$ cat config.mk
export PLATFORM = sky130hd
export DESIGN_NAME = magic_nor_sequencer_flat
export DESIGN_NICKNAME = d
export VERILOG_FILES = /design/src/rtl/magic_nor_sequencer_pkg.sv /design/src/rtl/magic_nor_sequencer_if.sv /design/src/rtl/magic_nor_sequencer_cell_array.sv /design/src/rtl/magic_nor_sequencer.sv /design/src/flat_wrapper.sv
export SDC_FILE = /design/constraint.sdc
export NUM_CORES = 1
export LEC_CHECK = 0
export ABC_AREA = 1
export BUFFER_PORTS_ARGS = -buffer_cell sky130_fd_sc_hd__buf_2
export CAP_MARGIN = 20
export CELL_PAD_IN_SITES_DETAIL_PLACEMENT = 1
export CELL_PAD_IN_SITES_GLOBAL_PLACEMENT = 1
export CORE_MARGIN = 2
export CORE_UTILIZATION = 47
export CTS_CLUSTER_DIAMETER = 80
export DETAILED_ROUTE_END_ITERATION = 8
export HOLD_SLACK_MARGIN = 0.05
export PLACE_DENSITY = 0.83
export SYNTH_ARGS = -nofsm -noshare
export SYNTH_HDL_FRONTEND = slang
export SYNTH_SLANG_ARGS = --single-unit
$ cat constraint.sdc
create_clock -name clk -period 3.3 [get_ports clk]
set_input_delay 0.165 -clock clk [delete_from_list [all_inputs] [get_ports clk]]
set_output_delay 0.165 -clock clk [all_outputs]
set_load 0.05 [all_outputs]
$ cat src/rtl/magic_nor_sequencer_pkg.sv
// Shared types and sizing for the MAGIC NOR sequencer: FSM states, instruction
// layout and the illegal-instruction rule.
package magic_pkg;

    function automatic int calc_cell_w(input int num_cells);
        return (num_cells > 1) ? $clog2(num_cells) : 1;
    endfunction

    function automatic int calc_pc_w(input int prog_depth);
        return (prog_depth > 1) ? $clog2(prog_depth) : 1;
    endfunction

    localparam int NUM_IN     = 7;
    localparam int NUM_CELLS  = 32;
    localparam int PROG_DEPTH = 32;
    localparam int CELL_W     = calc_cell_w(NUM_CELLS);
    localparam int PC_W       = calc_pc_w(PROG_DEPTH);

    typedef enum logic [2:0] {
        IDLE,
        LOAD,
        INIT,
        EVAL,
        DONE
    } state_t;

    typedef struct packed {
        logic [CELL_W-1:0] dst;
        logic [CELL_W-1:0] srca;
        logic [CELL_W-1:0] srcb;
    } instr_t;

    function automatic logic idx_ok(input logic [CELL_W-1:0] idx);
        return ({1'b0, idx} < (CELL_W+1)'(NUM_CELLS));
    endfunction

    // A MAGIC gate cannot overwrite one of its own inputs in place.
    function automatic logic is_illegal(input instr_t ins);
        return (ins.dst == ins.srca) || (ins.dst == ins.srcb) ||
               !idx_ok(ins.dst) || !idx_ok(ins.srca) || !idx_ok(ins.srcb);
    endfunction

endpackage

$ cat src/rtl/magic_nor_sequencer_if.sv
// Host-side bus of the NOR sequencer: program load, run handshake and result.
interface magic_nor_sequencer_if;
    import magic_pkg::*;

    logic                  prog_we;
    logic [PC_W-1:0]       prog_addr;
    logic [3*CELL_W-1:0]   prog_wdata;
    logic [PC_W:0]         prog_len;
    logic [CELL_W-1:0]     out_sel;
    logic                  start;
    logic [NUM_IN-1:0]     in_vec;
    logic                  busy;
    logic                  done;
    logic                  result;
    logic                  err;

    modport master (
        output prog_we, prog_addr, prog_wdata, prog_len, out_sel, start, in_vec,
        input  busy, done, result, err
    );

    modport slave (
        input  prog_we, prog_addr, prog_wdata, prog_len, out_sel, start, in_vec,
        output busy, done, result, err
    );

endinterface

$ cat src/rtl/magic_nor_sequencer_cell_array.sv
// Bit-cell row: parallel input load, one pre-set port, one NOR write port and
// three combinational read ports.
module magic_cell_array
    import magic_pkg::*;
(
    input  logic              clk,
    input  logic              rst_n,
    input  logic              load_en,
    input  logic [NUM_IN-1:0] load_vec,
    input  logic              pre_en,
    input  logic [CELL_W-1:0] pre_addr,
    input  logic              wr_en,
    input  logic [CELL_W-1:0] wr_addr,
    input  logic              wr_data,
    input  logic [CELL_W-1:0] rd_a_addr,
    input  logic [CELL_W-1:0] rd_b_addr,
    input  logic [CELL_W-1:0] out_addr,
    output logic              rd_a,
    output logic              rd_b,
    output logic              out_bit
);

    logic [NUM_CELLS-1:0] cell_q;
    logic [NUM_CELLS-1:0] cell_d;

    always_comb begin
        // NOTE: start from the held value so every path assigns cell_d and no latch is inferred.
        cell_d = cell_q;
        if (load_en) cell_d[NUM_IN-1:0] = load_vec;
        if (pre_en)  cell_d[pre_addr]   = 1'b1;
        if (wr_en)   cell_d[wr_addr]    = wr_data;
    end

    always_ff @(posedge clk or negedge rst_n) begin
        // NOTE: non-blocking assignment so all flops update together at the edge.
        if (!rst_n) cell_q <= '0;
        else        cell_q <= cell_d;
    end

    assign rd_a    = cell_q[rd_a_addr];
    assign rd_b    = cell_q[rd_b_addr];
    assign out_bit = cell_q[out_addr];

endmodule

$ cat src/rtl/magic_nor_sequencer.sv
// MAGIC NOR-netlist sequencer: program RAM, FSM, pc and sticky err around the cell row.
// Optional MAGIC_INIT_CYCLE_EN adds a per-instruction output pre-set (INIT) cycle.
module magic_nor_sequencer
    import magic_pkg::*;
(
    input  logic                  clk,
    input  logic                  rst_n,
    magic_nor_sequencer_if.slave  bus
);

    state_t            state_q,  state_d;
    logic [PC_W-1:0]   pc_q,     pc_d;
    logic [PC_W:0]     len_q,    len_d;
    logic [CELL_W-1:0] sel_q,    sel_d;
    logic [NUM_IN-1:0] vec_q,    vec_d;
    logic              busy_q,   busy_d;
    logic              done_q,   done_d;
    logic              result_q, result_d;
    logic              err_q,    err_d;
`ifdef MAGIC_INIT_CYCLE_EN
    logic              illegal_q, illegal_d;
`endif

    instr_t            prog_q [PROG_DEPTH];
    instr_t            cur;
    logic              cur_ill;
    logic [PC_W:0]     len_clamped;

    logic              load_en, pre_en, wr_en;
    logic              rd_a, rd_b, out_bit;

    assign cur         = prog_q[pc_q];
    assign cur_ill     = is_illegal(cur);
    assign len_clamped = (bus.prog_len > (PC_W+1)'(PROG_DEPTH)) ?
                         (PC_W+1)'(PROG_DEPTH) : bus.prog_len;

    always_comb begin
        state_d  = state_q;
        pc_d     = pc_q;
        len_d    = len_q;
        sel_d    = sel_q;
        vec_d    = vec_q;
        busy_d   = busy_q;
        done_d   = 1'b0;
        result_d = result_q;
        err_d    = err_q;
`ifdef MAGIC_INIT_CYCLE_EN
        illegal_d = illegal_q;
`endif
        load_en  = 1'b0;
        pre_en   = 1'b0;
        wr_en    = 1'b0;

        unique case (state_q)
            IDLE: begin
                if (bus.start) begin
                    vec_d   = bus.in_vec;
                    len_d   = len_clamped;
                    sel_d   = bus.out_sel;
                    pc_d    = '0;
                    busy_d  = 1'b1;
                    err_d   = 1'b0;
                    state_d = LOAD;
                end
            end
            LOAD: begin
                load_en = 1'b1;
`ifdef MAGIC_INIT_CYCLE_EN
                state_d = (len_q == '0) ? DONE : INIT;
`else
                state_d = (len_q == '0) ? DONE : EVAL;
`endif
            end
`ifdef MAGIC_INIT_CYCLE_EN
            INIT: begin
                illegal_d = cur_ill;
                if (cur_ill) err_d  = 1'b1;
                else         pre_en = 1'b1;
                state_d = EVAL;
            end
`endif
            EVAL: begin
`ifdef MAGIC_INIT_CYCLE_EN
                wr_en = !illegal_q;
`else
                wr_en = !cur_ill;
                if (cur_ill) err_d = 1'b1;
`endif
                pc_d = pc_q + 1'b1;
                if ({1'b0, pc_q} == len_q - 1'b1) begin
                    state_d = DONE;
                end else begin
`ifdef MAGIC_INIT_CYCLE_EN
                    state_d = INIT;
`else
                    state_d = EVAL;
`endif
                end
            end
            DONE: begin
                result_d = out_bit;
                done_d   = 1'b1;
                busy_d   = 1'b0;
                state_d  = IDLE;
            end
            default: state_d = IDLE;
        endcase
    end

    always_ff @(posedge clk or negedge rst_n) begin
        if (!rst_n) begin
            state_q   <= IDLE;
            pc_q      <= '0;
            len_q     <= '0;
            sel_q     <= '0;
            vec_q     <= '0;
            busy_q    <= 1'b0;
            done_q    <= 1'b0;
            result_q  <= 1'b0;
            err_q     <= 1'b0;
`ifdef MAGIC_INIT_CYCLE_EN
            illegal_q <= 1'b0;
`endif
        end else begin
            state_q   <= state_d;
            pc_q      <= pc_d;
            len_q     <= len_d;
            sel_q     <= sel_d;
            vec_q     <= vec_d;
            busy_q    <= busy_d;
            done_q    <= done_d;
            result_q  <= result_d;
            err_q     <= err_d;
`ifdef MAGIC_INIT_CYCLE_EN
            illegal_q <= illegal_d;
`endif
        end
    end

    // Writes land only in IDLE, so a same-cycle start runs the updated program.
    always_ff @(posedge clk or negedge rst_n) begin
        if (!rst_n) begin
            // NOTE: the program store is cleared on reset, so a reset run needs a reload.
            for (int i = 0; i < PROG_DEPTH; i++) prog_q[i] <= '0;
        end else if (state_q == IDLE && bus.prog_we) begin
            prog_q[bus.prog_addr] <= instr_t'(bus.prog_wdata);
        end
    end

    magic_cell_array u_cells (
        .clk       (clk),
        .rst_n     (rst_n),
        .load_en   (load_en),
        .load_vec  (vec_q),
        .pre_en    (pre_en),
        .pre_addr  (cur.dst),
        .wr_en     (wr_en),
        .wr_addr   (cur.dst),
        .wr_data   (~(rd_a | rd_b)),
        .rd_a_addr (cur.srca),
        .rd_b_addr (cur.srcb),
        .out_addr  (sel_q),
        .rd_a      (rd_a),
        .rd_b      (rd_b),
        .out_bit   (out_bit)
    );

    assign bus.busy   = busy_q;
    assign bus.done   = done_q;
    assign bus.result = result_q;
    assign bus.err    = err_q;

endmodule
$ cat src/flat_wrapper.sv
// flat-port wrapper written by rule: the top's interface ports become plain ports
module magic_nor_sequencer_flat import magic_pkg::*;
  (clk, rst_n, bus_prog_we, bus_prog_addr, bus_prog_wdata, bus_prog_len, bus_out_sel, bus_start, bus_in_vec, bus_busy, bus_done, bus_result, bus_err);
  magic_nor_sequencer_if bus_i ();
  input  logic clk;
  input  logic rst_n;
  input wire logic [$bits(bus_i.prog_we)-1:0] bus_prog_we;
  input wire logic [$bits(bus_i.prog_addr)-1:0] bus_prog_addr;
  input wire logic [$bits(bus_i.prog_wdata)-1:0] bus_prog_wdata;
  input wire logic [$bits(bus_i.prog_len)-1:0] bus_prog_len;
  input wire logic [$bits(bus_i.out_sel)-1:0] bus_out_sel;
  input wire logic [$bits(bus_i.start)-1:0] bus_start;
  input wire logic [$bits(bus_i.in_vec)-1:0] bus_in_vec;
  output wire logic [$bits(bus_i.busy)-1:0] bus_busy;
  output wire logic [$bits(bus_i.done)-1:0] bus_done;
  output wire logic [$bits(bus_i.result)-1:0] bus_result;
  output wire logic [$bits(bus_i.err)-1:0] bus_err;
  assign bus_i.prog_we = bus_prog_we;
  assign bus_i.prog_addr = bus_prog_addr;
  assign bus_i.prog_wdata = bus_prog_wdata;
  assign bus_i.prog_len = bus_prog_len;
  assign bus_i.out_sel = bus_out_sel;
  assign bus_i.start = bus_start;
  assign bus_i.in_vec = bus_in_vec;
  assign bus_busy = bus_i.busy;
  assign bus_done = bus_i.done;
  assign bus_result = bus_i.result;
  assign bus_err = bus_i.err;
  magic_nor_sequencer u_core (.clk(clk), .rst_n(rst_n), .bus(bus_i));
endmodule
; After elaboration in Yosys (flattened, before gate mapping)
; Cells that the tools add are included.
[totals]
reg_bits = 542
out_inout_bits = 4
elab_cells = 175
[op_classes]
addsub = 2
n_lt_le_gt_ge = 9
eq_ne = 8
n_mux = 32
bitwise = 4
reduce_logical = 13
[op_table]
columns = cell, n
row1 = bitwise mux 480 bit, 1
row2 = binary-select mux 15 bit (select 5 bit), 1
row3 = demux 15 bit (select 5 bit), 1
row4 = 2-to-1 mux 15 bit, 3
row5 = bitwise mux 32 bit, 1
row6 = "less-than comparator 5 x 6 -> 1 bit, second input constant", 4
row7 = binary-select mux 1 bit (select 5 bit), 3
row8 = 2-to-1 mux 7 bit, 2
row9 = "greater-or-equal comparator 6 bit, second input constant", 2
row10 = inverter 5 -> 6 bit, 2
row11 = equality test 5 bit, 2
row12 = 2-to-1 mux 1 bit, 10
row13 = one-hot mux 5 bit (2 select lines), 1
row14 = 2-to-1 mux 3 bit, 3
row15 = one-hot mux 3 bit (3 select lines), 1
row16 = equality test 5 x 6 -> 1 bit, 1
row17 = "> comparator 6 bit, second input constant", 1
row18 = logical NOT 6 bit, 1
row19 = "less-than comparator 6 x 1 -> 1 bit, second input constant", 1
row20 = 2-to-1 mux 6 bit, 1
row21 = AND reduction 2 bit, 3
row22 = "subtractor 6 x 1 -> 6 bit, second input constant", 1
row23 = "adder 5 x 1 -> 5 bit, second input constant", 1
row24 = demux 1 bit (select 5 bit), 1
row25 = other kinds (16), 20

; Depth between registers and ports, before layout
[depth]
ltp_word = 10
mapped_depth = 22
ltp_nobuf = 19

; Cells and area by module
; From an unflattened synthesis, not the netlist that was laid out.
[unflattened]
hier_cells = 3422
hier_area_um2 = 26297.7
[modules_own_cells]
columns = mod, instances, cells_each, area_per_inst_um2
row1 = magic_nor_sequencer, 1, 3006, 23542.6
row2 = magic_cell_array, 1, 416, 2755.1

; Least setup slack after synthesis
; OpenSTA, ideal clock, no wires.
[synth_timing]
path_kind = register -> register
from = reg u_core.pc_q[1]
to = reg u_core.u_cells.cell_q[1]
setup_ns = 0.121
arrival_ns = 2.180
required_ns = 3.179
setup_slack_ns = 1.000
path_stages_with_launch = 19
synth_period_minus_slack_ns = 2.300
path_cell_list = dfrtp_1 -> buf_4 -> inv_4 -> clkbuf_1 -> nand3_1 -> nand3_1 -> nand3_1 -> nand3_4 -> nand2_4 -> buf_6 -> nand2_1 -> nand3_1 -> nand3_1 -> nand3_1 -> nand3_1 -> nand2_2 -> buf_4 -> nand3_1 -> nand2_1
[synth_via]
elab_chain_len = 10
[synth_lines]
columns = element, line
row1 = start: declaration, magic_nor_sequencer.sv:12  ; logic [PC_W-1:0] pc_q, pc_d;
row2 = start signal: assignment, magic_nor_sequencer.sv:126  ; pc_q <= pc_d;
row3 = inverter 5 -> 6 bit (implied by the code) *, magic_nor_sequencer.sv:32  ; assign cur = prog_q[pc_q];
row4 = binary-select mux 15 bit (select 5 bit) *, magic_nor_sequencer.sv:32
row5 = 2-to-1 mux 15 bit (implied by the code) * (2 in a row), magic_nor_sequencer.sv:32
row6 = less-than comparator 5 x 6 -> 1 bit (tied with other cells), --
row7 = logical AND 1 bit (implied by the code) (tied with other cells), magic_nor_sequencer_cell_array.sv:31  ; if (wr_en) cell_d[wr_addr] = wr_data;
row8 = 2-to-1 mux 1 bit (implied by the code) / bitwise OR 1 bit (equally long branches), "magic_nor_sequencer_cell_array.sv:31, magic_nor_sequencer.sv:159"
row9 = demux 1 bit (select 5 bit) / inverter 1 bit (equally long branches), "magic_nor_sequencer_cell_array.sv:31, magic_nor_sequencer.sv:159"
row10 = bitwise mux 32 bit, magic_nor_sequencer_cell_array.sv:31
row11 = 2-to-1 mux 7 bit *, magic_nor_sequencer_cell_array.sv:31
row12 = via u_core.u_cells.cell_d[1], magic_nor_sequencer_cell_array.sv:24  ; logic [NUM_CELLS-1:0] cell_d;
row13 = end signal: assignment, magic_nor_sequencer_cell_array.sv:37  ; else cell_q <= cell_d;
row14 = end: declaration, magic_nor_sequencer_cell_array.sv:23  ; logic [NUM_CELLS-1:0] cell_q;
; The timed path passes the listed nets; every way through them passes the cells marked *. The select of a mux whose other input is x is not followed.
; A chain may end at the register's enable or synchronous reset.

; Worst setup path after layout
[layout_timing]
from = reg u_core.pc_q[0]
to = reg u_core.u_cells.cell_q[6]
; Same word-level chain as after synthesis.

==> flow_metrics.env <==
export IMPL_gp_congestion=0.9091
export IMPL_crit_required_ps=3810
export IMPL_end_kind="register"
export IMPL_synth_top_family_by_area="simple AND/OR/NAND/NOR gates"
export IMPL_synth_compound_area_share_pct=13.07
export IMPL_clkSinkCount=542
export IMPL_finalHoldViolations=0
export IMPL_worst_pin_slew_ps=1040
export IMPL_cp_arrival_ps=3650
export IMPL_syn_avg_cell_area_um2=7.361
export IMPL_die_x_um=246.3
export IMPL_setup_viol=0
export IMPL_cts_tree="yes"
export IMPL_core_um2=57810
export IMPL_synth_fa_ha_area_share_pct=0.1361
export IMPL_report_power_total_mw=32.99
export IMPL_seq_power_share_pct=29.7
export IMPL_die_h_um=246.3
export IMPL_rows=88
export IMPL_ys_types=41
export IMPL_clock_skew_ps=38.64
export IMPL_worstSetupPathType="register to register"
export IMPL_dieArea_um2=60640
export IMPL_grt_pass1_vias=28130
export IMPL_final_common_cell="nand2_1"
export IMPL_report_final_slew_viol_count=0
export IMPL_slew_headroom_pct=30.51
export IMPL_path_max_fanout=45
export IMPL_yosysWarnings=0
export IMPL_clk_latency_ps=660
export IMPL_synth_seq_cells=542
export IMPL_viasPerCell=5.941
export IMPL_async_flop_share_pct=100.0
export IMPL_grt_pass1_wl_um=163400
export IMPL_power_density_nw_per_um2=1043
export IMPL_max_cap_violations=0
export IMPL_postRouteAntennaNets=0
export IMPL_hold_path_class="primary input to register"
export IMPL_grt_max_degree=83
export IMPL_syn2layout_area_growth_pct=14.64
export IMPL_fmax_ghz=0.3185
export IMPL_leakagePower_nw=15.20
export IMPL_grt_overflow_total=0
export IMPL_drt_first_pass_iters=5
export IMPL_finalCriticalPeriod_ps=3139
export IMPL_p_int_mw=17.86
export IMPL_antenna_found_initial=1
export IMPL_holdWs_ps=99.54
export IMPL_postSynthCellCount=3747
export IMPL_clk_pin_slew_ps=60
export IMPL_synth_fp_nets=3792
export IMPL_comb_power_share_pct=47.8
export IMPL_syn_area_um2=27580
export IMPL_final_cell_mix="nand2_1 (1488), o21ai_0 (588), dfrtp_1 (538)"
export IMPL_post_route_cells_drive_above_1_share_pct=8.685
export IMPL_status="finished clean"
export IMPL_max_vdd_ir_drop_v=0.001117
export IMPL_place_inst=4395
export IMPL_wirelength_um=105600
export IMPL_final_area_um2=31620
export IMPL_dpl_instance_area_um2=28760
export IMPL_htreeDepth=2
export IMPL_muxShareOfSynthArea_pct=0
export IMPL_wire_per_inst_um=23.18
export IMPL_portBuffers=45
export IMPL_multi_input_area_um2=12210
export IMPL_clock_path_buffers=3
export IMPL_yosys_most_used_dff="dfrtp_1"
export IMPL_critPathLaunchType="register"
export IMPL_grtUsageTotal_pct=34.66
export IMPL_drc=0
export IMPL_finalCritPeriodShare_pct=95.13
export IMPL_nNetsFinal=3783
export IMPL_synth_seq_area_share_pct=49.17
export IMPL_instances_no_fill=4555
export IMPL_synth_edff_count=0
export IMPL_root_buffer="clkbuf_16"
export IMPL_synthSimpleGateAreaFrac_pct=30.67
export IMPL_vias=27060
export IMPL_post_dp_hpwl_um=64940
export IMPL_fillers=7201
export IMPL_tritoncts_num_buffers=60
export IMPL_start_util_pct=47.72
export IMPL_ios=46
export IMPL_p_sw_mw=15.14
export IMPL_ff_latch_area_um2=13570
export IMPL_pwr_share_clk_pct=22.5
export IMPL_drtIter0Drc=2307
export IMPL_finalSetupTns_ps=0
export IMPL_synthXorXnorAreaFrac_pct=0.1905
export IMPL_p_sw_share_pct=45.87
[flip-flops by register name, indices dropped and copies added, names as in the netlist]
signal                 flops
u_core.bus.err             1
u_core.len_q               6
u_core.vec_q               7
u_core.bus.done            1
u_core.prog_q            480
u_core.u_cells.cell_q     32
u_core.bus.busy            1
u_core.state_q             3
u_core.sel_q               5
u_core.bus.result          1
u_core.pc_q                5
[final cells by class]
cell class | instances | area share (%)
flip-flops and latches | 542 | 42.92
multi-input cells | 2784 | 38.62
repair buffers | 215 | 6.786
clock buffers | 91 | 5.844
well taps | 765 | 3.027
inverters | 134 | 1.650
clock inverters | 21 | 1.108
repair inverters | 1 | 0.02770
diodes | 2 | 0.01583
[layer usage]
metal | track usage, % | wire, um
met5 | 0 | 0
met4 | 14.32 | 4096
met3 | 5.599 | 7590
met2 | 56.07 | 49410
met1 | 46.41 | 44500
[cell families after synthesis]
kind of cell	after synthesis
AO/OA/AOI/OAI	700
XOR/XNOR	6
flip-flops	542
AND/OR/NAND/NOR	2075
buffers and inverters	421
adder cells (fa/ha/maj)	3
[critical path, cell delays in order (launching register included)]
cell and delay [ps]:
dfrtp_4 560, clkinv_8 170, buf_16 240, nand2_1 80, nand2_1 70, nand2_1 50, nand3_1 130, nand3_1 230
nand2_1 140, nand2_1 70, nand2_2 100, buf_4 200, nand3_1 120, nand3_1 80, nand3_1 120, nand3_1 130
nand2_2 70, buf_12 170, nand3_1 130, nand2_1 60
[Yosys cell counts (2+ instances only)]
cell / instances / share of area (%)
nand2_1: 1493 / 20
o21ai_0: 588 / 11
dfrtp_1: 542 / 49
nand3_1: 384 / 7.0
clkbuf_1: 170 / 2.3
nor2_1: 150 / 2.0
inv_1: 129 / 1.8
a21oi_1: 67 / 1.2
buf_2: 63 / 1.1
o211ai_1: 20 / 0.54
buf_4: 19 / 0.52
buf_1: 17 / 0.23
buf_6: 17 / 0.69
nor3_1: 13 / 0.24
nand3b_1: 9 / 0.24
o21ai_1: 7 / 0.13
nand4_1: 6 / 0.14
nand2_2: 5 / 0.11
o22ai_1: 5 / 0.11
nand3_2: 4 / 0.15
nand3_4: 4 / 0.25
a221oi_1: 3 / 0.095
ha_1: 3 / 0.14
or2_2: 3 / 0.068
xnor2_1: 3 / 0.095
xor2_1: 3 / 0.095
a22o_1: 2 / 0.064
clkinv_1: 2 / 0.027
inv_4: 2 / 0.045
nand2_4: 2 / 0.082
o221ai_1: 2 / 0.064
[timing repair]
item                                    4_1_cts  5_1_grt
buffers inserted                              0        8
resized for setup                             0       22
endpoints found under the setup margin        0       33
endpoints found under the hold margin       520        0
hold buffers                                 31        0
[power groups by stage]
stage	logic (mW)	registers, mW	clock network, mW
finish	15.8	9.80	7.43
CTS	14.9	9.74	7.48
global placement	14.2	9.71	0
detailed placement	14.7	9.82	0
floorplan	9.62	9.40	0
global route	17.2	9.97	7.76
[through the flow]
step	setup WS (ps)	utilization, %
after CTS	44.94	54.12
after global routing	-18.93	54.69
final	160.6	54.70
after global placement	187.1	49.62
after floorplan	999.6	-
after detailed placement	79.87	49.76
[path summary, 6_finish.rpt]
kind / endpoint / cells past startpoint / slack, ps / startpoint
min: u_core.prog_q[92] / 3 / 100 / bus_prog_wdata[2]
min in group asynchronous: u_core.prog_q[196] / 3 / 530 / rst_n
max: u_core.u_cells.cell_q[6] / 19 / 160 / u_core.pc_q[0]
max reg2reg: u_core.u_cells.cell_q[6] / 19 / 160 / u_core.pc_q[0]
min reg2reg: u_core.prog_q[337] / 2 / 480 / u_core.prog_q[337]
max in group asynchronous: u_core.prog_q[384] / 5 / 1720 / rst_n
Power figures use the tool's default switching activity.
